===== src/rtl/dma_pkg.sv =====
// dma_pkg: shared types and constants for the DMA address streamers.
package dma_pkg;

    localparam int DMA_ADDR_W      = 32;
    localparam int DMA_NUM_BYTES_W = 32;
    localparam int DMA_4KB         = 4096;

    // Transfer descriptor handed over by dma_fsm
    typedef struct packed {
        logic [DMA_ADDR_W-1:0]      src_addr;
        logic [DMA_ADDR_W-1:0]      dst_addr;
        logic [DMA_NUM_BYTES_W-1:0] num_bytes;
    } s_dma_desc_t;

    // Error report: valid pulse, originating streamer, offending address
    typedef struct packed {
        logic                  valid;
        logic                  src;
        logic [DMA_ADDR_W-1:0] addr;
    } s_dma_error_t;

    // Burst request towards the AXI master interface
    typedef struct packed {
        logic                  valid;
        logic [DMA_ADDR_W-1:0] addr;
        logic [7:0]            len;
        logic [2:0]            size;
    } s_dma_axi_req_t;

    typedef enum logic [1:0] {
        ST_IDLE = 2'd0,
        ST_REQ  = 2'd1,
        ST_DONE = 2'd2
    } dma_strm_st_t;

endpackage


===== src/rtl/dma_burst_calc.sv =====
// dma_burst_calc: combinational burst length for the current streamer position.
// beats = min(MAX_BEATS, ceil(bytes_left/BYTES), beats up to next 4 KB page).
module dma_burst_calc
    import dma_pkg::*;
#(
    parameter int MAX_BEATS = 16,
    parameter int DATA_W    = 32
) (
    input  logic [11:0]                addr_lo_i,
    input  logic [DMA_NUM_BYTES_W-1:0] bytes_left_i,
    output logic [8:0]                 beats_o,
    output logic [7:0]                 len_o
);

    localparam int BYTES = DATA_W / 8;
    localparam int SZ    = $clog2(BYTES);

    logic [DMA_NUM_BYTES_W:0] beats_left_s;
    logic [12:0]              rem_4k_s;
    logic [12:0]              beats_4k_s;
    logic [8:0]               cand_s;

    // Minimum of the three beat limits; a partial last beat rounds up
    always_comb begin
        beats_left_s = ({1'b0, bytes_left_i} + (DMA_NUM_BYTES_W+1)'(BYTES - 1)) >> SZ;
        rem_4k_s     = 13'(DMA_4KB) - {1'b0, addr_lo_i};
        beats_4k_s   = rem_4k_s >> SZ;
        if (beats_left_s < (DMA_NUM_BYTES_W+1)'(MAX_BEATS)) begin
            cand_s = beats_left_s[8:0];
        end else begin
            cand_s = 9'(MAX_BEATS);
        end
        if ({4'b0000, cand_s} < beats_4k_s) begin
            beats_o = cand_s;
        end else begin
            beats_o = beats_4k_s[8:0];
        end
        len_o = 8'(beats_o - 9'd1);
    end

endmodule


===== src/rtl/dma_streamer.sv =====
// dma_streamer: walks a descriptor address range and issues AXI burst requests.
// Optional feature macro: DMA_ALIGN_CHECK_EN (reject misaligned descriptors
// with an error pulse; otherwise the start address is truncated to a beat).
module dma_streamer
    import dma_pkg::*;
#(
    parameter int STREAM_TYPE = 0,
    parameter int MAX_BEATS   = 16,
    parameter int DATA_W      = 32
) (
    input  logic           clk,
    input  logic           rstn,
    input  s_dma_desc_t    dma_desc_i,
    input  logic           dma_stream_valid_i,
    output logic           dma_stream_done_o,
    output s_dma_error_t   dma_stream_err_o,
    output s_dma_axi_req_t dma_axi_req_o,
    input  logic           dma_axi_ready_i
);

    localparam int BYTES = DATA_W / 8;
    localparam int SZ    = $clog2(BYTES);
    localparam logic [DMA_ADDR_W-1:0]      ADDR_MASK  = DMA_ADDR_W'(BYTES - 1);
    localparam logic [DMA_NUM_BYTES_W-1:0] BYTES_MASK = DMA_NUM_BYTES_W'(BYTES - 1);

    dma_strm_st_t               st_q, st_d;
    logic [DMA_ADDR_W-1:0]      addr_q, addr_d;
    logic [DMA_NUM_BYTES_W-1:0] bytes_q, bytes_d;
    logic                       done_q, done_d;
    s_dma_error_t               err_q, err_d;

    logic [DMA_ADDR_W-1:0]      start_addr_s;
    logic [DMA_ADDR_W-1:0]      load_addr_s;
    logic                       bad_desc_s;
    logic [8:0]                 beats_s;
    logic [7:0]                 len_s;
    logic [DMA_NUM_BYTES_W-1:0] step_s;

    assign start_addr_s = (STREAM_TYPE != 0) ? dma_desc_i.dst_addr : dma_desc_i.src_addr;

`ifdef DMA_ALIGN_CHECK_EN
    assign bad_desc_s  = ((start_addr_s & ADDR_MASK) != '0) ||
                         ((dma_desc_i.num_bytes & BYTES_MASK) != '0);
    assign load_addr_s = start_addr_s;
`else
    assign bad_desc_s  = 1'b0;
    assign load_addr_s = start_addr_s & ~ADDR_MASK;
`endif

    dma_burst_calc #(
        .MAX_BEATS (MAX_BEATS),
        .DATA_W    (DATA_W)
    ) u_burst_calc (
        .addr_lo_i    (addr_q[11:0]),
        .bytes_left_i (bytes_q),
        .beats_o      (beats_s),
        .len_o        (len_s)
    );

    assign step_s = DMA_NUM_BYTES_W'(beats_s) << SZ;

    // Next-state, address/byte bookkeeping and done/err pulse generation
    always_comb begin
        st_d    = st_q;
        addr_d  = addr_q;
        bytes_d = bytes_q;
        done_d  = 1'b0;
        err_d   = '0;
        case (st_q)
            ST_IDLE: begin
                if (dma_stream_valid_i) begin
                    addr_d  = load_addr_s;
                    bytes_d = dma_desc_i.num_bytes;
                    if (bad_desc_s) begin
                        err_d.valid = 1'b1;
                        err_d.src   = (STREAM_TYPE != 0);
                        err_d.addr  = start_addr_s;
                        done_d      = 1'b1;
                        st_d        = ST_DONE;
                    end else if (dma_desc_i.num_bytes == '0) begin
                        done_d = 1'b1;
                        st_d   = ST_DONE;
                    end else begin
                        st_d = ST_REQ;
                    end
                end else begin
                    st_d = ST_IDLE;
                end
            end
            ST_REQ: begin
                if (!dma_stream_valid_i) begin
                    st_d = ST_IDLE;
                end else if (dma_axi_ready_i) begin
                    addr_d = addr_q + DMA_ADDR_W'(step_s);
                    if (step_s >= bytes_q) begin
                        bytes_d = '0;
                        done_d  = 1'b1;
                        st_d    = ST_DONE;
                    end else begin
                        bytes_d = bytes_q - step_s;
                        st_d    = ST_REQ;
                    end
                end else begin
                    st_d = ST_REQ;
                end
            end
            ST_DONE: begin
                if (!dma_stream_valid_i) begin
                    st_d = ST_IDLE;
                end else begin
                    st_d = ST_DONE;
                end
            end
            default: begin
                st_d = ST_IDLE;
            end
        endcase
    end

    // State and datapath registers
    always_ff @(posedge clk or negedge rstn) begin
        if (!rstn) begin
            st_q    <= ST_IDLE;
            addr_q  <= '0;
            bytes_q <= '0;
            done_q  <= 1'b0;
            err_q   <= '0;
        end else begin
            st_q    <= st_d;
            addr_q  <= addr_d;
            bytes_q <= bytes_d;
            done_q  <= done_d;
            err_q   <= err_d;
        end
    end

    // Request fields are driven only while requesting so idle/reset reads all-zero
    always_comb begin
        dma_axi_req_o = '0;
        if (st_q == ST_REQ) begin
            dma_axi_req_o.valid = 1'b1;
            dma_axi_req_o.addr  = addr_q;
            dma_axi_req_o.len   = len_s;
            dma_axi_req_o.size  = 3'(SZ);
        end else begin
            dma_axi_req_o = '0;
        end
    end

    assign dma_stream_done_o = done_q;
    assign dma_stream_err_o  = err_q;

endmodule

===== config.mk =====
export PLATFORM = sky130hd
export DESIGN_NAME = dma_streamer
export DESIGN_NICKNAME = d
export VERILOG_FILES = /design/src/rtl/dma_pkg.sv /design/src/rtl/dma_burst_calc.sv /design/src/rtl/dma_streamer.sv
export SDC_FILE = /design/constraint.sdc
export NUM_CORES = 1
export LEC_CHECK = 0
export CORE_MARGIN = 1
export CORE_UTILIZATION = 45
export CTS_BUF_LIST = sky130_fd_sc_hd__clkbuf_2 sky130_fd_sc_hd__clkbuf_4 sky130_fd_sc_hd__clkbuf_8
export DETAILED_ROUTE_END_ITERATION = 7
export GPL_ROUTABILITY_DRIVEN = 0
export PLACE_DENSITY_LB_ADDON = 0.12
export SYNTH_ARGS = -nofsm -noshare
export SYNTH_HDL_FRONTEND = slang
export SYNTH_HIERARCHICAL = 1
export SYNTH_SLANG_ARGS = --single-unit

===== constraint.sdc =====
create_clock -name clk -period 5.9 [get_ports clk]
set_clock_uncertainty 0.2 [all_clocks]
set_input_delay 0.59 -clock clk [delete_from_list [all_inputs] [get_ports clk]]
set_output_delay 0.59 -clock clk [all_outputs]
set_load 0.02 [all_outputs]

==> results of run 1 <==
path summary, 6_finish.rpt:
| path | start | cells past startpoint | endpoint |
|---|---|---|---|
| worst max-delay path | bytes_q[6] | 24 | bytes_q[20] |
| worst min-delay path | rstn | 2 | bytes_q[20] |
| worst max register to register | bytes_q[6] | 24 | bytes_q[20] |
| worst min register to register | addr_q[31] | 2 | addr_q[31] |
| max in group asynchronous | rstn | 2 | bytes_q[11] |
| min in group clk | addr_q[31] | 2 | addr_q[31] |
repair_timing:
action / in CTS / in global routing
setup endpoints to repair: 32 / 60
buffers inserted: 16 / 13
gates resized for setup: 30 / 59
gates cloned: 0 / 1
pin swaps: 17 / 36
worst reg2reg max path, stage by stage (launching register included):
cell,delay [ps]
dfrtp_2,430
nand4_4,140
or4_4,590
nor4_1,360
o2111a_2,290
nand2_4,120
nor2_4,110
ha_2,300
a21oi_1,150
nand3_1,160
nand2_2,140
a21oi_4,80
a31oi_4,300
buf_6,140
mux2_4,180
ha_4,140
inv_2,40
fa_2,380
a21o_1,230
a221oi_4,340
buf_6,160
o211ai_1,260
nor3_2,270
mux2i_1,210
o21ai_1,80
layer usage:
layer | track usage, % | part of all wire (%) | up-vias
met3 | 4.59 | 7.1 | 31
met1 | 38.7 | 45 | 3587
li1 | - | - | 3722
met4 | 9.04 | 2.0 | 0
met5 | 0 | 0 | -
met2 | 43.0 | 46 | 321
cells by family (layout without fill, tap and decap cells):
logic type,count (synthesis),after routing,synth area share [%]
flip-flops,65,65,23.6
other,2,50,0.109
AO/OA/AOI/OAI,260,260,26.8
AND/OR/NAND/NOR,389,389,30.7
multiplexers,7,7,1.09
buffers and inverters,112,302,8.97
adder cells (fa/ha/maj),29,29,5.49
XOR/XNOR,25,25,3.18
registers in the layout, indices dropped and copies added, names as in the netlist:
register and cells:
dma_stream_done_o 1, st_q 2, bytes_q 32, addr_q 30
power by group:
group	switching, mW	internal [mW]
Clock	0.180	0.167
Combinational	1.04	0.885
Sequential	0.145	0.563
Total	1.36	1.61
cell type report:
class / instances / area, um2
Fill cell: 1276 / 5100
Timing Repair Buffer: 257 / 2220
Inverter: 29 / 109
Tap cell: 184 / 230
Clock inverter: 5 / 31.3
Multi-Input combinational cell: 760 / 5220
Clock buffer: 11 / 145
Sequential cell: 65 / 1640
through the flow:
| step | util (%) | worst slack (ps) |
|---|---|---|
| after floorplan | - | 29.4 |
| after CTS | 63.0 | 1.79 |
| after detailed placement | 60.1 | -202 |
| after global placement | 60.1 | -132 |
| final | 65.3 | -20.3 |
| after global routing | 65.3 | -243 |
Yosys cell counts, drive strengths merged, types with 13 or more instances:
cell type  number
nor2           81
nand2          72
dfrtp          65
a21oi          52
buf            51
o21ai          46
and2           42
nor3           34
clkbuf         32
inv            29
nand3          29
ha             27
nor4           23
nand4          22
and3           19
a31oi          15
o211ai         14
or3            14
a211oi         13
xnor2          13
==> summary.txt, run 1 <==
Worst setup path
  – Startpoint Class: flop
  – CP Max Fanout: 5
  – Flop2flop setup slack: -20 ps
  – CP required: 5950 ps
  – Worst setup path class: reg2reg
  – Most used cell, CP: buf_6
  – Crit path buffers/inverters: 3
  – CP max-delay cell: or4_4
  – CP delay by family, top: simple AND/OR/NAND/NOR gates
  – CP max stage delay: 590 ps
  – Crit path capture type: flop
  – Crit-path cells: nand4_4 > or4_4 > nor4_1 > o2111a_2 > nand2_4 > nor2_4 > ha_2 > a21oi_1 > nand3_1 > nand2_2 > a21oi_4 > a31oi_4 > buf_6 > mux2_4 > ha_4 > inv_2 > fa_2 > a21o_1 > a221oi_4 > buf_6 > o211ai_1 > nor3_2 > mux2i_1 > o21ai_1
  – Crit path DAT: 5970 ps

Die
  – Die H: 126 um
  – Die width: 126 um
  – Starting density of the core: 46.8%
  – Top Ports: 179
  – Core Area: 14700 um2
  – Row Count: 44
  – Die ar.: 15800 um2

Clocking
  – Worst-path clk slew: 70 ps
  – TritonCTS clock tree: done
  – Hold Buf Count CTS: 0
  – CTS sink count: 65
  – CTS root buf: clkbuf_8
  – Worst-skew pair later-pin latency: 360 ps
  – CTS Buffer Depth: 2
  – CTS buffer count: 9
  – Htree depth: 3

STA
  – Fmax: 169 MHz
  – RSZ-0062 raised after global routing: true
  – Slew Viols, Final: 0
  – Hold Slack: 206 ps
  – Worst slew pin tran: 1270 ps
  – Setup TNS: -33.9 ps
  – Setup ws final: -20.3 ps
  – Rel. slew slack: 15.2%
  – Final Hold Fails: 0
  – Fin crit period: 5920 ps
  – Period utilization: 100%
  – Final setup vio count: 2

Final layout
  – Layout Nets: 1251
  – Layout Area Growth over Synthesis: 39.5%
  – Commonest non-fill, non-tap cell in the layout: buf_4
  – N_diodes: 0
  – Final cell count without fillers: 1311
  – Most frequent cells in the layout: buf_4 (141), clkdlybuf4s50_1 (102), nor2_1 (74), nand2_1 (69), dfrtp_1 (55)
  – Final Cell Area: 9600 um2
  – Ratio of cells with drive above 1 in the final layout: 23.8%

Synthesis
  – Post-synth top area share: 23.6%
  – Post-synth top flop: dfrtp_1
  – Library cells used by synthesis: 84
  – Synth Register Bits: 65
  – EDFF count, synth: 0
  – Netlist Area Pre-Place: 6880 um2
  – Post-synthesis cell count: 889
  – Yosys Warn Count: 6
  – Top cells by area, synth: dfrtp_1 (24%), ha_1 (4.9%), buf_4 (4.7%)
  – Seq/Total Area, Yosys: 23.6%
  – Synthesized area per cell: 7.74 um2
  – Yosys top cell by area: dfrtp_1
  – Post-synth ARST share: 100%

Route
  – DR vias: 7661
  – Drt first pass iters: 7
  – Routed WL per cell: 17.0 um
  – Residual DRC: 6
  – Via density: 5.84
  – Final WL: 22.3 mm
  – Initial drt markers: 584
  – Antenna-violating nets left: 0

Pwr
  – Final Power: 2.98 mW
  – Max VDD drop: 119 uV
  – Static Leakage: 3.97 nW
  – Pwr per Cell Area: 310 nW/um2

Outcome
  – Outcome: complete, but fails checks
  – Failing checks: design-rule violations, negative setup slack

Hold path
  – Worst hold path type: in2async

Place
  – Placed Area: 8830 um2
  – Port Buffers: 106
  – Dpl cells: 1265
  – DP HPWL: 16.2 mm

Global route
  – Overflow after GRT: 0
  – Vias in the first global route: 6902
  – Initial antenna violation count: 0
  – First-pass GRT wire length: 35.1 mm
  – GRT Total Usage: 27.6%
  – Largest net degree at the start of global routing: 79

Flow run
  – Max-Cap Viols: 0
(Power assumes the default switching activity.)
==> run 2, diff against run 1 <==
--- a/config.mk
+++ b/config.mk
@@ -7,10 +7,11 @@
 export LEC_CHECK = 0
 export CORE_MARGIN = 1
 export CORE_UTILIZATION = 45
-export CTS_BUF_LIST = sky130_fd_sc_hd__clkbuf_2 sky130_fd_sc_hd__clkbuf_4 sky130_fd_sc_hd__clkbuf_8
+export CTS_BUF_LIST = sky130_fd_sc_hd__clkbuf_8
 export DETAILED_ROUTE_END_ITERATION = 7
 export GPL_ROUTABILITY_DRIVEN = 0
 export PLACE_DENSITY_LB_ADDON = 0.12
+export SKIP_CTS_REPAIR_TIMING = 1
 export SYNTH_ARGS = -nofsm -noshare
 export SYNTH_HDL_FRONTEND = slang
 export SYNTH_HIERARCHICAL = 1
==> run 2 against run 1 <==
  * The run still ends with design-rule violations, negative setup slack left
  * First-iteration DRC count rose by 3.9%
  * Critical path depth rose by 3
  * Global-route usage is 0.67 points lower
  * Maximum frequency shrank 1.6%
  * Clock-buffer cell count fell by 1
  * Sequential power hardly changed
  * Power decreased by 0.27%
==> summary.txt, run 2 (synthesis results as in run 1) <==
Pwr
  – Switch Pwr: 1.37 mW
  – Static Leakage: 3.97 nW
  – Pwr per Cell Area: 311 nW/um2
  – Seq pwr share: 23.8%
  – Clock share of power: 11.5%
  – Logic pwr share: 64.7%
  – Net switching fraction of the power: 46.0%
  – Power Internal: 1.60 mW
  – Max VDD drop: 126 uV

Route
  – Drt first pass iters: 8
  – Antenna-violating nets left: 0
  – Via density: 5.81
  – Final WL: 22.0 mm
  – Initial drt markers: 607
  – DR vias: 7583
  – Routed WL per cell: 16.9 um
  – Residual DRC: 5

Worst setup path
  – Crit path DAT: 6110 ps
  – CP Max Fanout: 7
  – Reg2reg path depth: 27
  – CP required: 5990 ps
  – Crit path capture type: flop
  – Startpoint Class: flop
  – Worst setup path class: reg2reg

Final layout
  – Final cell count without fillers: 1305
  – Register area: 1640 um2
  – N_diodes: 0
  – Largest register FFs: 32
  – Most frequent cells in the layout: buf_4 (134), clkdlybuf4s50_1 (102), nor2_1 (73), nand2_1 (70), dfrtp_1 (54)
  – Layout Area Growth over Synthesis: 39.1%
  – Ratio of cells with drive above 1 in the final layout: 23.8%
  – Filler cell count: 1279
  – Top reg by flops: bytes_q
  – Commonest non-fill, non-tap cell in the layout: buf_4
  – Top Registers: bytes_q (32), addr_q (30), st_q (2)
  – Layout Nets: 1245
  – Final core utilization: 65.1%
  – Multi-input gate area: 5230 um2

Global route
  – Overflow after GRT: 0
  – Initial antenna violation count: 0
  – Vias in the first global route: 6731
  – First-pass GRT wire length: 34.2 mm
  – GRT Total Usage: 26.9%
  – Largest net degree at the start of global routing: 79

Die
  – Row Count: 44
  – Starting density of the core: 46.8%
  – Die H: 126 um
  – Die width: 126 um
  – Die ar.: 15800 um2
  – Core Area: 14700 um2
  – Top Ports: 179

Outcome
  – Outcome: complete, but fails checks
  – Failing checks: design-rule violations, negative setup slack

Flow run
  – Max-Cap Viols: 0

STA
  – Period utilization: 102%
  – Setup ws final: -116 ps
  – Worst slew pin tran: 1270 ps
  – Final setup vio count: 13
  – Final Hold Fails: 0
  – Rel. slew slack: 15.1%
  – Hold Slack: 210 ps
  – RSZ-0062 raised after global routing: true
  – Slew Viols, Final: 0
  – Fin crit period: 6020 ps
  – Fmax: 166 MHz

Clocking
  – CTS root buf: clkbuf_8
  – CTS Buffer Depth: 2
  – CTS sink count: 65
  – Worst-path clk slew: 80 ps
  – CTS buffer count: 9
  – TritonCTS clock tree: done
  – Htree depth: 3
  – Worst-skew pair later-pin latency: 360 ps

Place
  – Port Buffers: 106
  – Dpl cells: 1265
  – DP HPWL: 16.2 mm
  – Pre-CTS setup slack: -202 ps

Hold path
  – Worst hold path type: in2async
## run 2: worst max-delay path: stages, from the launching register on
cell	delay [ps]
dfrtp_1	420
nand4_1	170
buf_4	180
nor4_4	310
buf_4	200
nand4_1	120
a2bb2oi_2	180
o2111a_2	260
nand2_4	110
nor2_1	140
ha_1	250
a21oi_1	150
nand3_1	150
nand2_1	170
a21oi_4	90
a31oi_4	360
buf_6	150
mux2_4	310
buf_6	120
ha_4	150
inv_2	50
fa_2	190
a21o_1	170
a221oi_4	90
a211oi_2	340
o21ai_2	190
or4_2	670
nand3_1	80
## run 2: power by group through the flow
stage	sequential, mW	clock, mW	combinational, mW
global route	0.726	0.368	2.09
global placement	0.706	0	1.70
floorplan	0.731	0	1.02
CTS	0.697	0.347	1.72
detailed placement	0.704	0	1.71
finish	0.709	0.342	1.92
## run 2: cell type report
class | instances | share of cell area (%)
well taps | 184 | 2.41
multi-input cells | 760 | 54.6
clock buffers | 10 | 1.44
flip-flops and latches | 65 | 17.1
repair buffers | 251 | 22.9
clock inverters | 6 | 0.366
inverters | 29 | 1.14
## run 2: metrics by stage
stage,power (mW),TNS [ps],instance area [um2]
6_report,2.97,-699,9570
5_1_grt,3.18,-9200,9570
4_1_cts,2.77,-4030,9000
3_5_place_dp,2.42,-1900,8830
3_3_place_gp,2.40,-560,8830
2_1_floorplan,1.75,0,7140
## run 2: routing by layer
metal | GRT usage (%) | vias up | wire length, um | share of wire (%)
li1 | - | 3715 | - | -
met1 | 38.2 | 3583 | 10200 | 47
met5 | 0 | - | 0 | 0
met2 | 41.6 | 266 | 10000 | 46
met3 | 4.55 | 19 | 1440 | 6.6
met4 | 8.39 | 0 | 285 | 1.3
## run 2: path summary, 6_finish.rpt
check | start | end | slack, ps
min in group clk | addr_q[31] | addr_q[31] | 330
worst min register to register | addr_q[31] | addr_q[31] | 330
worst max register to register | bytes_q[14] | bytes_q[15] | -120
worst min-delay path | rstn | bytes_q[20] | 210
max in group asynchronous | rstn | bytes_q[11] | 4660
worst max-delay path | bytes_q[14] | bytes_q[15] | -120
==> run 3, diff against run 2 <==
--- a/config.mk
+++ b/config.mk
@@ -11,6 +11,7 @@
 export DETAILED_ROUTE_END_ITERATION = 7
 export GPL_ROUTABILITY_DRIVEN = 0
 export PLACE_DENSITY_LB_ADDON = 0.12
+export REMOVE_ABC_BUFFERS = 1
 export SKIP_CTS_REPAIR_TIMING = 1
 export SYNTH_ARGS = -nofsm -noshare
 export SYNTH_HDL_FRONTEND = slang
==> run 3 against run 2 <==
  * The flow finishes with violations (design-rule violations)
  * Power rose by 8.5%
  * Hold slack lost 19 ps
  * Clock power grew 48%
  * Setup slack improved by 120 ps
  * Die area unchanged
  * Critical path depth fell by 2
  * Clock-buffer cell count is 2 higher
  * Maximum frequency increased by 2.0%
  * Combinational power rose by 5%
  * First-iteration DRC count fell by 8.6%
  * Critical path type unchanged
  * Flip-flop and latch count did not move
==> summary.txt, run 3 (synthesis results as in run 1) <==
Hold path
  – Worst hold path type: in2async

Route
  – Via density: 5.91
  – Drt first pass iters: 7
  – Routed WL per cell: 17.2 um
  – Antenna-violating nets left: 0
  – DR vias: 7831
  – Final WL: 22.8 mm
  – Initial drt markers: 555
  – Residual DRC: 5

Die
  – Die width: 126 um
  – Core Area: 14700 um2
  – Die ar.: 15800 um2
  – Row Count: 44
  – Die H: 126 um
  – Starting density of the core: 46.8%
  – Top Ports: 179

Place
  – Port Buffers: 106
  – Pre-CTS setup slack: -363 ps
  – Placed Area: 9020 um2
  – DP HPWL: 16.3 mm

STA
  – Final Hold Fails: 0
  – Rel. slew slack: 13.1%
  – Period utilization: 99.9%
  – Worst slew pin tran: 1300 ps
  – Setup TNS: 0 ps
  – Final setup vio count: 0
  – RSZ-0062 raised after global routing: true
  – Fin crit period: 5900 ps
  – Slew Viols, Final: 0
  – Fmax: 170 MHz
  – Setup ws final: 3.42 ps

Clocking
  – CTS root buf: clkbuf_8
  – Worst-skew pair later-pin latency: 380 ps
  – CTS buffer count: 9
  – Worst-path clk slew: 80 ps
  – Htree depth: 3
  – TritonCTS clock tree: done
  – CTS sink count: 65
  – CTS Buffer Depth: 2

Final layout
  – Top reg by flops: bytes_q
  – Layout Area Growth over Synthesis: 44.4%
  – Top Registers: bytes_q (32), addr_q (30), st_q (2)
  – Ratio of cells with drive above 1 in the final layout: 26.5%
  – Register area: 1630 um2
  – Commonest non-fill, non-tap cell in the layout: buf_4
  – N_diodes: 0
  – Final Cell Area: 9930 um2
  – Filler cell count: 1234
  – Most frequent cells in the layout: buf_4 (154), clkdlybuf4s50_1 (99), nor2_1 (74), nand2_1 (70), dfrtp_1 (63)
  – Multi-input gate area: 5330 um2
  – Layout Nets: 1266
  – Largest register FFs: 32

Worst setup path
  – Crit path capture type: flop
  – Flop2flop setup slack: 3 ps
  – Crit path buffers/inverters: 5
  – Most used cell, CP: or3_4
  – CP Max Fanout: 6
  – CP max-delay cell: or4_4
  – CP delay by family, top: simple AND/OR/NAND/NOR gates
  – CP max stage delay: 510 ps
  – Startpoint Class: flop
  – CP required: 6000 ps
  – Worst setup path class: reg2reg
  – Crit path DAT: 6000 ps

Outcome
  – Outcome: complete, but fails checks
  – Failing checks: design-rule violations

Global route
  – Largest net degree at the start of global routing: 73
  – Vias in the first global route: 7105
  – First-pass GRT wire length: 35.5 mm
  – Overflow after GRT: 0
  – GRT Total Usage: 28.1%
  – Initial antenna violation count: 1

Pwr
  – Final Power: 3.22 mW
  – Logic pwr share: 62.4%
  – Power Internal: 1.83 mW
  – Clock share of power: 15.7%
  – Static Leakage: 4.19 nW
  – Net switching fraction of the power: 43.3%
  – Switch Pwr: 1.40 mW
  – Max VDD drop: 178 uV
  – Seq pwr share: 21.9%
  – Pwr per Cell Area: 325 nW/um2

Flow run
  – Max-Cap Viols: 0
run 3: cell count changes in the layout (fill, tap and decap cells not counted), sizes merged:
| cell | delta |
|---|---|
| dlymetal6s2s | +3 |
| bufinv | +3 |
| buf | +22 |
| clkinv | -4 |
| clkdlybuf4s50 | -3 |
| inv | -1 |
| clkbuf | +1 |
run 3: power by group through the flow:
stage          sequential (mW)  clock (mW)  combinational, mW
3_3_place_gp             0.700           0               1.76
4_1_cts                  0.697       0.517               1.79
5_1_grt                  0.726       0.534               2.18
3_5_place_dp             0.703           0               1.77
6_report                 0.706       0.507               2.01
2_1_floorplan            0.731           0              0.943
run 3: final timing paths:
check | startpoint | end | cells after the start
max reg2reg | bytes_q[26] | bytes_q[31] | 25
min reg2reg | addr_q[31] | addr_q[31] | 2
max in group asynchronous | rstn | bytes_q[7] | 2
max | bytes_q[26] | bytes_q[31] | 25
min in group clk | addr_q[31] | addr_q[31] | 2
min | rstn | addr_q[24] | 2
run 3: through the flow:
step | hold WS (ps) | std cells | util [%]
finish | 191 | 1326 | 67.6
global route | 264 | 1326 | 67.6
CTS | 223 | 1314 | 63.1
detailed placement | 329 | 1298 | 61.4
global placement | 315 | 1298 | 61.4
floorplan | 94.4 | 854 | -
run 3: area by class of cell:
| type | instances | area share (%) |
|---|---|---|
| Tap cell | 184 | 2.32 |
| Timing Repair Buffer | 272 | 23.9 |
| Clock buffer | 12 | 1.66 |
| Sequential cell | 65 | 16.4 |
| Clock inverter | 4 | 0.983 |
| Inverter | 29 | 1.10 |
| Multi-Input combinational cell | 760 | 53.6 |
run 3: routing by layer:
layer	track usage, %	wire, um	vias up
met5	0	13	-
met4	8.46	479	2
li1	-	-	3755
met1	37.6	10100	3710
met3	6.24	1600	47
met2	45.0	10700	317
